[src/rtl/llc_lookup_sched.sv]
// LLC way-lookup scheduler: round-robin arbitration, fixed-latency set-buffer read,
// way-lookup pulse and a valid/ready response, guarded by a small set-lock table.
module llc_lookup_sched #(
    parameter int NUM_REQ   = 3,
    parameter int SET_BITS  = 9,
    parameter int TAG_BITS  = 16,
    parameter int WAY_BITS  = 4,
    parameter int RD_LAT    = 1,
    parameter int NUM_LOCKS = 2,
    localparam int ID_BITS  = (NUM_REQ > 1) ? $clog2(NUM_REQ) : 1
) (
    input  logic                         clk,
    input  logic                         rst,
    input  logic [NUM_REQ-1:0]           req_valid,
    output logic [NUM_REQ-1:0]           req_ready,
    input  logic [NUM_REQ*SET_BITS-1:0]  req_set,
    input  logic [NUM_REQ*TAG_BITS-1:0]  req_tag,
    output logic                         rd_en,
    output logic [SET_BITS-1:0]          rd_set,
    output logic                         lookup_en,
    output logic [TAG_BITS-1:0]          lookup_tag,
    input  logic [WAY_BITS-1:0]          lk_way,
    input  logic                         lk_evict,
    output logic                         resp_valid,
    input  logic                         resp_ready,
    output logic [ID_BITS-1:0]           resp_id,
    output logic [SET_BITS-1:0]          resp_set,
    output logic [TAG_BITS-1:0]          resp_tag,
    output logic [WAY_BITS-1:0]          resp_way,
    output logic                         resp_evict,
    input  logic                         unlock_valid,
    input  logic [SET_BITS-1:0]          unlock_set,
    output logic                         lock_full
);
    localparam int CNT_BITS = (RD_LAT > 1) ? $clog2(RD_LAT) : 1;

    typedef enum logic [2:0] {S_IDLE, S_RD, S_WAIT, S_LK, S_CAP, S_RESP} state_t;

    state_t               state_q, state_d;
    logic [ID_BITS-1:0]   rr_ptr, id_q, grant_idx;
    logic [SET_BITS-1:0]  set_q;
    logic [TAG_BITS-1:0]  tag_q;
    logic [WAY_BITS-1:0]  way_q;
    logic                 evict_q;
    logic [CNT_BITS-1:0]  wait_cnt;
    logic [NUM_REQ-1:0]   eligible;
    logic                 grant_found, grant_take, resp_hs;
    logic [NUM_LOCKS-1:0] lock_valid, lock_valid_d, alloc_oh;
    logic [SET_BITS-1:0]  lock_set [NUM_LOCKS];

    always_comb begin
        eligible = '0;
        for (int i = 0; i < NUM_REQ; i++) begin
            eligible[i] = req_valid[i] && !lock_full;
            for (int j = 0; j < NUM_LOCKS; j++)
                if (lock_valid[j] && lock_set[j] == req_set[i*SET_BITS +: SET_BITS])
                    eligible[i] = 1'b0;
        end
    end

    // Search starts at the round-robin pointer and wraps.
    always_comb begin
        int idx;
        idx         = 0;
        grant_found = 1'b0;
        grant_idx   = '0;
        for (int k = 0; k < NUM_REQ; k++) begin
            idx = (int'(rr_ptr) + k) % NUM_REQ;
            if (!grant_found && eligible[idx]) begin
                grant_found = 1'b1;
                grant_idx   = ID_BITS'(idx);
            end
        end
    end

    assign grant_take = (state_q == S_IDLE) && grant_found;
    assign resp_hs    = (state_q == S_RESP) && resp_ready;

    // NOTE: req_ready is combinational, so it is also gated by rst to read 0 while reset is held.
    always_comb begin
        req_ready = '0;
        if (grant_take && rst)
            req_ready[grant_idx] = 1'b1;
    end

    always_comb begin
        state_d = state_q;
        case (state_q)
            S_IDLE: if (grant_found) state_d = S_RD;
            S_RD:   state_d = (RD_LAT == 1) ? S_LK : S_WAIT;
            S_WAIT: if (wait_cnt == '0) state_d = S_LK;
            S_LK:   state_d = S_CAP;
            S_CAP:  state_d = S_RESP;
            S_RESP: if (resp_ready) state_d = S_IDLE;
            default: state_d = S_IDLE;
        endcase
    end

    // NOTE: all sequential state uses non-blocking assignments; comb blocks use blocking.
    always_ff @(posedge clk or negedge rst) begin
        if (!rst) state_q <= S_IDLE;
        else      state_q <= state_d;
    end

    always_ff @(posedge clk or negedge rst) begin
        if (!rst) begin
            rr_ptr   <= '0;
            id_q     <= '0;
            set_q    <= '0;
            tag_q    <= '0;
            way_q    <= '0;
            evict_q  <= 1'b0;
            wait_cnt <= '0;
        end else begin
            if (grant_take) begin
                id_q   <= grant_idx;
                set_q  <= req_set[int'(grant_idx)*SET_BITS +: SET_BITS];
                tag_q  <= req_tag[int'(grant_idx)*TAG_BITS +: TAG_BITS];
                rr_ptr <= ID_BITS'((int'(grant_idx) + 1) % NUM_REQ);
            end
            if (state_q == S_RD)
                wait_cnt <= CNT_BITS'((RD_LAT > 1) ? RD_LAT - 2 : 0);
            else if (state_q == S_WAIT && wait_cnt != '0)
                wait_cnt <= wait_cnt - CNT_BITS'(1);
            if (state_q == S_CAP) begin
                way_q   <= lk_way;
                evict_q <= lk_evict;
            end
        end
    end

    // Allocation looks at the current valid bits, so an entry freed this cycle is not reused yet.
    always_comb begin
        logic found;
        found        = 1'b0;
        alloc_oh     = '0;
        lock_valid_d = lock_valid;
        for (int j = 0; j < NUM_LOCKS; j++)
            if (unlock_valid && lock_valid[j] && lock_set[j] == unlock_set)
                lock_valid_d[j] = 1'b0;
        for (int j = 0; j < NUM_LOCKS; j++)
            if (resp_hs && !found && !lock_valid[j]) begin
                found       = 1'b1;
                alloc_oh[j] = 1'b1;
            end
        lock_valid_d = lock_valid_d | alloc_oh;
    end

    // NOTE: the lock table is tiny and its contents feed eligibility, so every entry is reset.
    always_ff @(posedge clk or negedge rst) begin
        if (!rst) begin
            lock_valid <= '0;
            lock_full  <= 1'b0;
            for (int j = 0; j < NUM_LOCKS; j++)
                lock_set[j] <= '0;
        end else begin
            lock_valid <= lock_valid_d;
            lock_full  <= &lock_valid_d;
            for (int j = 0; j < NUM_LOCKS; j++)
                if (alloc_oh[j])
                    lock_set[j] <= set_q;
        end
    end

    assign rd_en      = (state_q == S_RD);
    assign lookup_en  = (state_q == S_LK);
    assign resp_valid = (state_q == S_RESP);
    assign rd_set     = set_q;
    assign lookup_tag = tag_q;
    assign resp_id    = id_q;
    assign resp_set   = set_q;
    assign resp_tag   = tag_q;
    assign resp_way   = way_q;
    assign resp_evict = evict_q;

endmodule
[config.mk]
export PLATFORM = sky130hd
export DESIGN_NAME = llc_lookup_sched
export DESIGN_NICKNAME = d
export VERILOG_FILES = /design/src/rtl/llc_lookup_sched.sv
export SDC_FILE = /design/constraint.sdc
export NUM_CORES = 1
export LEC_CHECK = 0
export BUFFER_PORTS_ARGS = -buffer_cell sky130_fd_sc_hd__buf_2
export CAP_MARGIN = 30
export CORE_MARGIN = 1.5
export CORE_UTILIZATION = 51
export DETAILED_ROUTE_END_ITERATION = 10
export PLACE_DENSITY = 0.77
export SYNTH_ARGS = -nofsm -noshare
export SYNTH_HDL_FRONTEND = slang
export SYNTH_SLANG_ARGS = --single-unit
[constraint.sdc]
create_clock -name clk -period 2.9 [get_ports clk]
set_input_delay 0.145 -clock clk [delete_from_list [all_inputs] [get_ports clk]]
set_output_delay 0.145 -clock clk [all_outputs]
set_load 0.01 [all_outputs]
## Word level (Yosys, flattened, before mapping)

Index checks and enable logic that the tools add are counted.

| word-level totals | value |
|---|---|
| register bits | 59 |
| bits in latches | 0 |
| bits in writable memories | 0 |
| memory bits (read-only) | 0 |
| output and inout port bits | 64 |
| logic and storage cells | 112 |
| memories kept | 0 |

| operators by class | value |
|---|---|
| add/sub/neg operators | 4 |
| $mul | 1 |
| div/mod/pow operators | 4 |
| order comparisons | 5 |
| equality and inequality tests | 16 |
| shifts and indexed selects | 2 |
| mux-type cells | 34 |
| bitwise operators | 1 |
| reductions and logical operators | 33 |

Operators by type and width:

| kind | number |
|---|---|
| $lt A32 B4 Y1 const B | 3 |
| $mod A32 B3 Y32 const B | 3 |
| $eq A9 B9 Y1 | 8 |
| $shiftx A48 B7 Y16 | 1 |
| $mod A3 B3 Y32 const B | 1 |
| $shiftx A27 B7 Y9 | 1 |
| $logic_and A1 B1 Y1 | 23 |
| $mux W1 | 22 |
| $pmux W3 S6 | 1 |
| $mux W3 | 4 |
| $add A2 B1 Y3 const B | 2 |
| $bmux W1 S2 | 3 |
| $eq A3 B2 Y1 const B | 2 |
| $eq A3 B3 Y1 const B | 2 |
| $logic_not A1 Y1 | 6 |
| $mul A2 B4 Y6 const B | 1 |
| $mux W2 | 3 |
| $ne A2 B2 Y1 const B | 2 |
| $add A2 B2 Y3 const B | 1 |
| $eq A3 B1 Y1 const B | 1 |
| $logic_not A3 Y1 | 1 |
| $lt A2 B3 Y1 const B | 1 |
| $reduce_and A3 Y1 | 1 |
| $demux W1 S2 | 1 |
| other kinds (6) | 6 |

## Longest topological paths before layout

Gate-level depths: netlist of run 1.

| depth | value |
|---|---|
| word-level depth | 19 |
| depth in mapped cells | 12 |
| mapped depth without buffers | 9 |

## Worst setup path before layout of run 1

No wires, ideal clock.

| timing | value |
|---|---|
| path type | register to register |
| start point | reg lock_set[15] in the netlist's numbering |
| end point | reg rr_ptr[0] |
| data arrival time | 2.426 ns |
| data required time | 2.775 ns |
| slack | 0.349 ns |
| stages on the path, launching flop included | 13 |
| buffers on the path | 4 |
| period minus slack after synthesis | 2.551 ns |
| path through | dfrtp_1 -> buf_2 -> xnor2_1 -> nand4_1 -> o311ai_2 -> or3_1 -> buf_4 -> and4_4 -> buf_6 -> buf_6 -> inv_1 -> ha_1 -> mux2_4 |

| between the ends | value |
|---|---|
| word-level cells in the longest chain between the ends | 16 |

Ends and longest elaborated chain:

| item | line | source |
|---|---|---|
| start: declaration | 49 | `logic [SET_BITS-1:0] lock_set [NUM_LOCKS];` |
| start signal: indexed assignment | 161 | `lock_set[j] <= set_q;` |
| $eq A9 B9 Y1 | 56 | `if (lock_valid[j] && lock_set[j] == req_set[i*SET_BITS +: SET_BITS])` |
| $logic_and A1 B1 Y1 | 56 |  |
| $mux W1 (2 in a row) | 56 |  |
| $bmux W1 S2 | 69 | `if (!grant_found && eligible[idx]) begin` |
| $mux W1 (not written as such) (2 in a row) | 69 |  |
| $mux W1 | 69 |  |
| $logic_not A1 Y1 | 69 |  |
| $logic_and A1 B1 Y1 | 69 |  |
| $mux W1 | 69 |  |
| $logic_not A1 Y1 | 69 |  |
| $logic_and A1 B1 Y1 | 69 |  |
| $mux W2 (*) | 69 |  |
| net grant_idx[0] | 40 | `logic [ID_BITS-1:0] rr_ptr, id_q, grant_idx;` |
| $add A2 B1 Y3 (*) | 119 | `rr_ptr <= ID_BITS'((int'(grant_idx) + 1) % NUM_REQ);` |
| $mod A32 B3 Y32 (*) | 119 |  |
| end signal: assignment | 119 |  |
| end: declaration | 40 |  |

The timed path passes the listed nets; every way through them passes the cells marked *. The select of a mux whose other input is x is not followed.
A chain may end at the register's enable or synchronous reset.

## Final worst setup path of run 1

| timing | value |
|---|---|
| start point | reg lock_set[13] in the netlist's numbering |
| end point | out req_ready[2] |

| between the ends | value |
|---|---|
| word-level cells in the longest chain between the ends | 19 |

Ends and longest elaborated chain:

| item | line | source |
|---|---|---|
| $eq A9 B9 Y1 | 56 |  |
| $logic_and A1 B1 Y1 | 56 |  |
| $mux W1 (2 in a row) | 56 |  |
| $bmux W1 S2 | 69 |  |
| $mux W1 (not written as such) (2 in a row) | 69 |  |
| $mux W1 | 69 |  |
| $logic_not A1 Y1 | 69 |  |
| $logic_and A1 B1 Y1 | 69 |  |
| $mux W1 | 69 |  |
| $logic_not A1 Y1 | 69 |  |
| $logic_and A1 B1 Y1 | 69 |  |
| $mux W2 | 69 |  |
| $lt A2 B3 Y1 (not written as such) / $ge A2 B1 Y1 (equally long branches) | 83 | `req_ready[grant_idx] = 1'b1;` |
| $logic_and A1 B1 Y1 (not written as such) | 83 |  |
| $mux W1 (not written as such) | 83 |  |
| $demux W1 S2 | 83 |  |
| $mux W3 (*) | 82 | `if (grant_take && rst)` |
| end: declaration | 15 | `output logic [NUM_REQ-1:0] req_ready,` |

Mark *: on every way between the ends. The rest lies on a longest branch, timed or not. The select of a mux whose other input is x is not followed.

==> summary.md, run 1 <==
| Metric | Value |
|---|---|
| Run status | completed |
| Vias per cell | 5.79 |
| Final setup fails | 0 |
| Core ar. | roughly 8700 sq um |
| Wire length of the first global-routing pass | 21.3 mm |
| Initial antenna violation count | 0 |
| Post-route met1 wirelength | roughly 5.7 mm |
| Worst-case setup slack after placement | roughly 220 ps |
| CP Data Required Time | 2760 ps |
| Global route overflow | 0 |
| Area used by sequential logic in the layout | around 1500 sq um |
| Fraction of synthesized cell area taken by the top area cell type | 0.324 |
| Detailed Route Iter0 Violations | about 220 |
| Yosys cell types | between 40 and 50 |
| Kind of critical path | flop to output pin |
| Met3 wirelength from detailed routing | 798 microns |
| Proportion of synthesized chip area in sequential cells | 0.324 |
| Row Count | 34 |
| Maximum clock frequency | 0.349 GHz |
| Clock transition at the register clock pins on the worst setup and hold paths after CTS | ~70 ps |
| Leakage power | about 0.0027 uW |
| Data arrival time of the critical path | roughly 2700 ps |
| Clock insertion delay at the later pin of the skew report | between 300 and 400 ps |
| Most frequent cell after synthesis | dfrtp_1 |
| Layout fillers | approximately 750 |
| Worst reg2reg path startpoint | rr_ptr[0] |
| TritonCTS clock tree | built |
| Start point of the worst min-delay path | lk_way[0] |
| Synth warn | 0 |
| Clock Sink Count | 59 |
| Final Hold Violating Endpoints | 0 |
| Average detailed-routed wire length per instance | 18.8 microns |
| Number of enable flip-flop cells after synthesis | 0 |
| Highest metal layer with signal wires | met4 |
| Average instance area after synthesis | 9.58 sq um |
| Combined area of the multi-input logic cells | 2480 sq um |
| Count of H-tree levels built during CTS | 3 |
| Ys flop type | dfrtp_1 |
| Final max-slew violation count | 0 |
| Fraction of synthesis flops using an asynchronous set or reset pin | 1.00 |
| Most common library cells after synthesis | dfrtp_1 (59), inv_1 (56), xnor2_1 (49), buf_4 (30), buf_2 (26) |
| Worst setup EP type | output pin |
| Worst Hold Path Cells | 2 |
| Number of nets with antenna violations after detailed routing | 0 |
| Worst clock skew | 8.03 ps |
| Top cell type by total area after synthesis | dfrtp_1 |
| Endpoint of the most critical register-to-register path | rd_set[5] |
| Worst min path class | input pin to flop |
| Tmin final | approximately 2900 ps |
| Die footprint | about 9500 sq um |
| Count of non-filler cells in the finished layout | 715 |
| Total routing usage reported by global routing | 0.285 |
| Setup repair after global routing missed its margin | true |
| Cells taking the most area after synthesis | dfrtp_1 (32%), xnor2_1 (9.4%), mux2_2 (5.7%) |
| Largest driver fanout on the critical path | 5 |
| CTS buffer count | 9 |
| Endpoint, Worst Hold | resp_way[0] |
| Overall die height | 97.5 microns |
| Remaining design rule violation count | 0 |
| GP Congestion | approximately 1 |
| Slew of the pin with the lowest slew margin | 700 ps |
| CTS Root Buffer Type | clkbuf_8 |
| Setup slack of the most critical reg-to-reg path | around 270 ps |
| Total power divided by cell area | around 1000 nW/um^2 |
| Overall power | 5730 uW |
| VDD IR-drop max | ~0.45 mV |
| Critical path cell sequence | xnor2_1, nand4_1, o311a_4, a31oi_4, and4_4, inv_1, ha_1, and3_1, buf_2 |
| Register bit total from synthesis | 59 |
| Count of inserted antenna diode cells | 0 |
| CP peak stage delay | between 400 and 500 ps |
| P&R area growth vs syn | 22.1% |
| Final worst setup slack | 35.9 ps |
| CP max-delay cell | dfrtp_2 |
| Post-synth design cell area | between 4000 and 5000 sq um |
| Clock Path Buffers | 2 |
| Type of origin of the critical path | flop |
| Number of global-route vias before repair | just over 4000 |
| Via count of the routed design | 4143 |
| Max-cap check violation count | 0 |
| Number of iterations in the first detailed-routing pass | 5 |
| Routed wire length on met2 | between 6 and 7 mm |
| Total Nets Final | about 700 |
| Fraction of final layout cells sized beyond drive strength 1 | 0.427 |
| Placed Cells | roughly 700 |
| Rel. slew slack | 0.532 |
| Synth Net Count | about 580 |
| Gate count of the mapped netlist | between 400 and 500 |
| Port buffer count | around 160 |
| Maximum number of pins on one net before global-route repair | 35 |
| Final routed wirelength across all metal layers | around 13 mm |
| Logic depth of the worst register-to-register path | 9 |
| Die width | roughly 97 microns |
| I/O pin cnt | 160 |
| Final HPWL from detailed placement | slightly below 10 mm |
| Initial core utilization | 0.524 |
| Tcrit/Tclk final | 0.988 |
-- state kept, by name, summed over array words and instances, names as in the netlist, 2 cells and up --
name        flops
rd_set          9
state_q         3
resp_id         2
resp_way        4
lock_valid      2
rr_ptr          2
lookup_tag     16
lock_set       18
-- routing by layer --
metal	global-route usage	up-vias
met2	0.491	164
met4	0.0780	0
met1	0.370	2045
met5	0	-
li1	-	1918
met3	0.0446	16
-- timing repair --
action / in CTS / in global routing
pin swaps: 2 / 7
resized for setup: 3 / 18
hold buffers: 1 / 0
buffers inserted: 2 / 6
endpoints found under the hold margin: 25 / 0
cloned: 0 / 0
setup endpoints to repair: 3 / 3
-- final cells by class --
type / instances / area share
sequential: 59 / 0.268
timing repair buffer: 190 / 0.188
clock buffer: 10 / 0.0248
tap: 108 / 0.0243
multi-input combinational: 286 / 0.446
clock inverter: 6 / 0.0117
inverter: 56 / 0.0378
-- placed cells by master, fill, tap and decap left out, types with 5 or more instances in the layout --
| master | instances |
|---|---|
| a211oi_1 | 25 |
| nor4_1 | 5 |
| nand2_1 | 12 |
| a211o_1 | 25 |
| buf_4 | 29 |
| xnor2_1 | 44 |
| clkbuf_8 | 10 |
| xor2_1 | 24 |
| nand4_1 | 13 |
| dfrtp_2 | 10 |
| dfrtp_1 | 49 |
| buf_2 | 159 |
| nor3_1 | 7 |
| ha_1 | 5 |
| xnor2_2 | 5 |
| a41oi_1 | 25 |
| nor2_1 | 6 |
| mux2_2 | 23 |
| inv_1 | 56 |
| o2bb2ai_1 | 25 |
-- how the worst max path moves through the flow --
stage / start / end / depth (start not counted)
6_report: lock_set[13] / req_ready[2] / 9
5_1_grt: lock_set[3] / req_ready[0] / 10
4_1_cts: lock_set[0] / req_ready[1] / 9
3_5_place_dp: lock_set[3] / req_ready[1] / 9
3_3_place_gp: lock_set[8] / req_ready[1] / 9
2_1_floorplan: lock_set[15] / rr_ptr[0] / 12
-- per-stage QoR --
step	hold WS [ps]	utilization	setup TNS [ps]	instance area [sq um]
3_3_place_gp	2.15	0.598	0	5190
3_5_place_dp	6.61	0.598	0	5190
2_1_floorplan	-151	-	0	4550
4_1_cts	23.1	0.627	-7.96	5440
5_1_grt	20.2	0.640	-99.6	5560
6_report	31.1	0.640	0	5560
-- cell families after synthesis --
| family | count (synthesis) | share of synthesized area |
|---|---|---|
| compound gates | 119 | 0.224 |
| flops | 59 | 0.324 |
| fa+ha+maj | 5 | 0.0137 |
| xor+xnor | 73 | 0.140 |
| buf+inv | 130 | 0.154 |
| mux | 25 | 0.0627 |
| simple gates | 64 | 0.0811 |
-- worst max-delay path, delay by kind of cell (launching register included) --
kind	cells	cell delay, ps
simple gates	3	650
compound gates	2	600
flops	1	460
fa+ha+maj	1	240
buf+inv	2	220
xor+xnor	1	210
-- where the power goes --
| group | switching, uW | total, uW | internal [uW] |
|---|---|---|---|
| clock network | 357 | 776 | 420 |
| logic | 1710 | 3230 | 1520 |
| registers | 516 | 1720 | 1210 |
| total | 2580 | 5730 | 3140 |
Power figures use the tool's default switching activity.
==> inputs of run 2 (changes only) <==
--- a/config.mk
+++ b/config.mk
@@ -5,6 +5,7 @@
 export SDC_FILE = /design/constraint.sdc
 export NUM_CORES = 1
 export LEC_CHECK = 0
+export ABC_AREA = 1
 export BUFFER_PORTS_ARGS = -buffer_cell sky130_fd_sc_hd__buf_2
 export CAP_MARGIN = 30
 export CORE_MARGIN = 1.5
==> summary.md, run 2 <==
| Metric | Value |
|---|---|
| Most frequent cell after synthesis | nand2_1 |
| Count of non-filler cells in the finished layout | 938 |
| Critical Path Source | lock_set[5] |
| Largest driver fanout on the critical path | 6 |
| Number of nets with antenna violations after detailed routing | 0 |
| Detailed Route Iter0 Violations | 329 |
| Die width | about 100 microns |
| Rel. slew slack | 0.482 |
| Worst setup EP type | output pin |
| Data arrival time of the critical path | ~2700 ps |
| Yosys cell types | 35 |
| Count of H-tree levels built during CTS | 3 |
| Final setup fails | 0 |
| Initial core utilization | 0.525 |
| Wire length of the first global-routing pass | between 20 and 25 mm |
| Fraction of final layout cells sized beyond drive strength 1 | 0.324 |
| Vias per cell | 5.37 |
| Type of origin of the critical path | flop |
| Worst min path class | input pin to flop |
| Top cell type by total area after synthesis | dfrtp_1 |
| Number of global-route vias before repair | 4638 |
| Combined area of the multi-input logic cells | between 2000 and 2500 sq um |
| Total power divided by cell area | 1130 nW/um^2 |
| Start point of the worst min-delay path | lk_evict |
| Proportion of synthesized chip area in sequential cells | 0.322 |
| Number of iterations in the first detailed-routing pass | 5 |
| Critical path cell sequence | xnor2_1, nand2_1, nor2_1, nand3_2, nand3_2, inv_2, nand2_1, nand2_2, nor2_4, nand3_4, nand2_8, inv_2, ha_1, inv_1, nor2_1, buf_2 |
| Tmin final | ~2800 ps |
| Fraction of synthesized cell area taken by the top area cell type | 0.322 |
| Most frequent cells in the layout | nand2_1 (172), buf_2 (159), inv_1 (104) |
| CTS Root Buffer Type | clkbuf_8 |
| Gate count of the mapped netlist | 685 |
| Max-cap check violation count | 0 |
| Kind of critical path | flop to output pin |
| Top register by number of flip-flops | lock_set |
| Final HPWL from detailed placement | approximately 11 mm |
| Cells taking the most area after synthesis | dfrtp_1 (32%), nand2_1 (15%), inv_1 (8.8%) |
| Initial antenna violation count | 0 |
| Total Nets Final | between 900 and 1000 |
| CTS buffer count | 9 |
| Worst hold margin | 36.6 ps |
| Maximum clock frequency | around 0.35 GHz |
| Clock transition at the register clock pins on the worst setup and hold paths after CTS | 80 ps |
| Clock Path Buffers | 2 |
| Placed Cells | approximately 900 |
| Remaining design rule violation count | 0 |
| Layout fillers | between 800 and 900 |
| P&R area growth vs syn | 22.7% |
| Area used by sequential logic in the layout | between 1000 and 1500 sq um |
| Die footprint | around 9600 sq um |
| Run status | completed |
| Post-synth design cell area | around 4600 sq um |
| CP max-delay cell | dfrtp_2 |
| Worst reg2reg path startpoint | lock_set[5] |
| Register bit total from synthesis | between 50 and 60 |
| Core ar. | slightly below 9000 sq um |
| Leakage power | about 0.0031 uW |
| Worst clock skew | around 14 ps |
| Synth Net Count | between 700 and 800 |
| Worst-case setup slack after placement | approximately 210 ps |
| Total routing usage reported by global routing | 0.297 |
| Final max-slew violation count | 0 |
| Final Hold Violating Endpoints | 0 |
| Average instance area after synthesis | between 6 and 7 sq um |
| I/O pin cnt | 160 |
| Cell type group with the largest total delay on the critical path | simple AND/OR/NAND/NOR gates |
| Final routed wirelength across all metal layers | about 15 mm |
| Clock insertion delay at the later pin of the skew report | between 300 and 400 ps |
| Count of inserted antenna diode cells | 0 |
| Final worst setup slack | roughly 61 ps |
| Via count of the routed design | 5033 |
| Tcrit/Tclk final | 0.979 |
| CP Data Required Time | 2760 ps |
| Global route overflow | 0 |
| Clock Sink Count | 59 |
| Max reg flops | 18 |
| TritonCTS clock tree | built |
| CP peak stage delay | 480 ps |
| Port buffer count | between 150 and 200 |
| GP Congestion | between 0.9 and 1 |
| Maximum number of pins on one net before global-route repair | 60 |
| VDD IR-drop max | approximately 0.5 mV |
| Average detailed-routed wire length per instance | ~16 microns |
| Number of buffers and inverters on the critical path | 4 |
| Overall die height | approximately 98 microns |
| Ys flop type | dfrtp_1 |
| Most common library cells after synthesis | nand2_1 (178), inv_1 (108), nand3_1 (69), dfrtp_1 (59), nor2_1 (52) |
| Most common library cell in the layout ignoring fill and taps | nand2_1 |
| Cts hold-fix bufs | 0 |
| Utilization after layout | 0.644 |
| Fraction of synthesis flops using an asynchronous set or reset pin | 1.00 |
| Slew of the pin with the lowest slew margin | about 800 ps |
| Number of enable flip-flop cells after synthesis | 0 |
| Row Count | 34 |
| Fin Setup TNS | 0 ps |
| Synth warn | 0 |
[run 2: changes by cell type in the layout (fill, tap and decap cells not counted), moves of 18 or more]
cell	change
inv_1	+48
mux2_2	-18
a211oi_1	-25
a21oi_1	+25
a211o_1	-25
o2bb2ai_1	-25
xnor2_1	-27
o21ai_0	+29
nor2_1	+42
nand2_1	+160
a41oi_1	-25
nand3_1	+65
xor2_1	-22
[run 2: path summary, 6_finish.rpt]
path,slack (ps),end,cells past startpoint
hold reg to reg,490,resp_id[1],2
min in group asynchronous,100,lock_set[3],2
hold / removal,40,resp_evict,2
max in group asynchronous,2220,lock_set[8],2
setup / recovery,60,req_ready[1],16
setup reg to reg,220,lookup_tag[5],14
[run 2: final cells by class]
cell class	instances	area share
repair buffers	180	0.170
multi-input cells	455	0.425
clock buffers	9	0.0220
flip-flops and latches	59	0.266
inverters	120	0.0828
well taps	108	0.0240
clock inverters	7	0.0105
[run 2: logic make-up (layout without fill, tap and decap cells)]
group | Yosys count | count (layout) | share of synthesized area
AND/OR/NAND/NOR | 328 | 328 | 0.313
XOR/XNOR | 19 | 19 | 0.0363
flip-flops | 59 | 59 | 0.322
buffers and inverters | 171 | 316 | 0.177
AO/OA/AOI/OAI | 98 | 98 | 0.126
multiplexers | 5 | 5 | 0.0123
adder cells (fa/ha/maj) | 5 | 5 | 0.0137
[run 2: metal layers]
metal | GRT usage | share of wire | vias up | wire, microns
met2 | 0.494 | 0.49 | 219 | 7130
met5 | 0 | 0 | - | 0
met1 | 0.402 | 0.42 | 2370 | 6150
li1 | - | - | 2418 | -
met4 | 0.0879 | 0.019 | 0 | 274
met3 | 0.0451 | 0.072 | 26 | 1050
[run 2: worst register-to-register path, stage by stage, from the launching register on]
cell and delay (ps):
dfrtp_2 480, xnor2_1 210, nand2_1 80, nor2_1 210, nand3_2 170, nand3_2 120, inv_2 50, nand2_1 100
nand2_2 100, nor2_4 180, buf_4 130, nand3_1 320, nand3_1 210, nand3_1 100, a21oi_1 150
[run 2: per-stage QoR]
step	power, uW	area, sq um
floorplan	4400	4580
global placement	5160	5210
detailed placement	5230	5210
CTS	5970	5410
global route	6860	5620
finish	6340	5620
[run 2: timing repair]
action | in CTS | in global routing
setup buffers | 0 | 13
setup endpoints to repair | 3 | 3
resized for setup | 8 | 39
pin swaps | 1 | 17
[run 2: report_power, final]
group          total [uW]  switching [uW]  internal, uW  leakage (uW)
clock network         702             381           321     0.0000868
registers            1690             465          1220      0.000700
logic                3950            2430          1520       0.00229
==> inputs of run 3 (changes only) <==
--- a/config.mk
+++ b/config.mk
@@ -8,10 +8,13 @@
 export ABC_AREA = 1
 export BUFFER_PORTS_ARGS = -buffer_cell sky130_fd_sc_hd__buf_2
 export CAP_MARGIN = 30
+export CELL_PAD_IN_SITES_DETAIL_PLACEMENT = 0
+export CELL_PAD_IN_SITES_GLOBAL_PLACEMENT = 1
 export CORE_MARGIN = 1.5
-export CORE_UTILIZATION = 51
+export CORE_UTILIZATION = 36
+export CTS_BUF_LIST = sky130_fd_sc_hd__clkbuf_8
 export DETAILED_ROUTE_END_ITERATION = 10
-export PLACE_DENSITY = 0.77
+export PLACE_DENSITY = 0.8
 export SYNTH_ARGS = -nofsm -noshare
 export SYNTH_HDL_FRONTEND = slang
 export SYNTH_SLANG_ARGS = --single-unit
==> summary.md, run 3 (synthesis results as in run 2) <==
| Metric | Value |
|---|---|
| Clock transition at the register clock pins on the worst setup and hold paths after CTS | 70 ps |
| Largest driver fanout on the critical path | 6 |
| Initial core utilization | 0.366 |
| I/O pin cnt | 160 |
| Worst clock skew | around 9.7 ps |
| Count of H-tree levels built during CTS | 3 |
| Top register by number of flip-flops | lock_set |
| Layout fillers | 1365 |
| VDD IR-drop max | 0.452 mV |
| Final routed wirelength across all metal layers | 15.3 mm |
| Total Nets Final | approximately 930 |
| Vias per cell | 4.83 |
| Total routing usage reported by global routing | 0.232 |
| Worst min path class | input pin to asynchronous set/reset pin |
| Max reg flops | 18 |
| Final max-slew violation count | 0 |
| Most frequent cells in the layout | nand2_1 (172), buf_2 (159), inv_1 (107) |
| Slew of the pin with the lowest slew margin | approximately 810 ps |
| Tcrit/Tclk final | 0.960 |
| Initial antenna violation count | 0 |
| CP Data Required Time | between 2000 and 3000 ps |
| Fraction of final layout cells sized beyond drive strength 1 | 0.321 |
| Kind of critical path | flop to output pin |
| Number of global-route vias before repair | about 4600 |
| CTS buffer count | 9 |
| Clock Sink Count | 59 |
| Worst-case setup slack after placement | 189 ps |
| Clock insertion delay at the later pin of the skew report | roughly 360 ps |
| Run status | finished with violations |
| Setup repair after global routing missed its margin | true |
| Worst hold margin | -4.76 ps |
| Final HPWL from detailed placement | 11.7 mm |
| Rel. slew slack | 0.463 |
| Total power divided by cell area | 1140 nW/um^2 |
| Final worst setup slack | ~120 ps |
| Final Hold Violating Endpoints | 12 |
| Most common library cell in the layout ignoring fill and taps | nand2_1 |
| Overall power | ~6600 uW |
| Type of origin of the critical path | flop |
| Violated checks | hold timing |
| Area used by sequential logic in the layout | 1500 sq um |
| GP Congestion | roughly 0.90 |
| Tmin final | 2780 ps |
| TritonCTS clock tree | built |
| Leakage power | about 0.0031 uW |
| Port buffer count | about 160 |
| Number of iterations in the first detailed-routing pass | 5 |
| Wire length of the first global-routing pass | roughly 24 mm |
| Detailed Route Iter0 Violations | between 200 and 300 |
| Max-cap check violation count | 0 |
| Maximum clock frequency | about 0.36 GHz |
| Global route overflow | 0 |
| Remaining design rule violation count | 0 |
| Number of nets with antenna violations after detailed routing | 0 |
| Row Count | between 40 and 50 |
| Data arrival time of the critical path | about 2600 ps |
| Combined area of the multi-input logic cells | around 2400 sq um |
| CTS Root Buffer Type | clkbuf_8 |
| Via count of the routed design | 4857 |
| P&R area growth vs syn | 26.4% |
| Overall die height | 116 microns |
| Utilization after layout | 0.463 |
| Worst setup EP type | output pin |
| Core ar. | roughly 13000 sq um |
| Die footprint | about 13000 sq um |
| Setup slack of the most critical reg-to-reg path | between 200 and 250 ps |
| Final setup fails | 0 |
| Clock Path Buffers | 2 |
| Die width | ~120 microns |
| Maximum number of pins on one net before global-route repair | 60 |
| Average detailed-routed wire length per instance | ~15 microns |
## run 3: repair_timing
item                                    4_1_cts  5_1_grt
pin swaps                                     1       20
endpoints found under the setup margin        3        7
hold buffers                                  2        0
resized for setup                             9       39
setup buffers                                 2        9
hold endpoints to repair                      2        0
cloned                                        0        1
## run 3: routing by layer
layer | wire length (microns) | part of all wire | global-route usage | vias up
met2 | 7680 | 0.50 | 0.398 | 140
li1 | - | - | - | 2432
met4 | 192 | 0.013 | 0.0732 | 0
met5 | 0 | 0 | 0 | -
met1 | 6830 | 0.45 | 0.298 | 2273
met3 | 606 | 0.040 | 0.0397 | 12
## run 3: worst paths after layout
kind,from,end,depth (start not counted)
worst max-delay path,lock_set[15],req_ready[1],18
worst min-delay path,rst,lock_valid[1],2
worst max register to register,lock_set[15],rd_set[6],14
worst min register to register,resp_id[0],resp_id[0],2
max in group asynchronous,rst,lock_set[12],2
min in group clk,lk_way[0],resp_way[0],2
## run 3: final cells by class
class | instances | area share
clock buffer | 10 | 0.0238
timing repair inverter | 1 | 0.00151
multi-input combinational | 455 | 0.413
inverter | 120 | 0.0803
tap | 172 | 0.0371
antenna | 1 | 0.000432
clock inverter | 6 | 0.0179
sequential | 59 | 0.259
timing repair buffer | 181 | 0.167
## run 3: through the flow
| stage | TNS (ps) | cells | instance area [sq um] | hold slack (ps) |
|---|---|---|---|---|
| detailed placement | 0 | 974 | 5300 | 388 |
| global route | -134 | 1004 | 5790 | 13.4 |
| global placement | 0 | 974 | 5300 | 378 |
| floorplan | 0 | 685 | 4580 | -151 |
| CTS | 0 | 994 | 5610 | 5.10 |
| finish | 0 | 1005 | 5790 | -4.76 |
## run 3: power breakdown
group          switching [uW]  total, uW  internal [uW]
logic                    2450       3980           1530
registers                 457       1680           1220
clock network             365        953            588
total                    3270       6620           3350
## run 3: critical path, cell delays in order, from the launching register on
cell	delay (ps)
dfrtp_2	470
nand2_2	120
nand2_1	50
nor2_1	120
nand3_1	130
nor2_2	210
nor2_4	60
nand3_2	80
inv_2	50
nand2_1	60
nand2_2	80
nor2_4	180
nand3_4	120
nand2_8	90
inv_2	50
ha_1	180
inv_2	60
nor2_1	40
buf_2	130
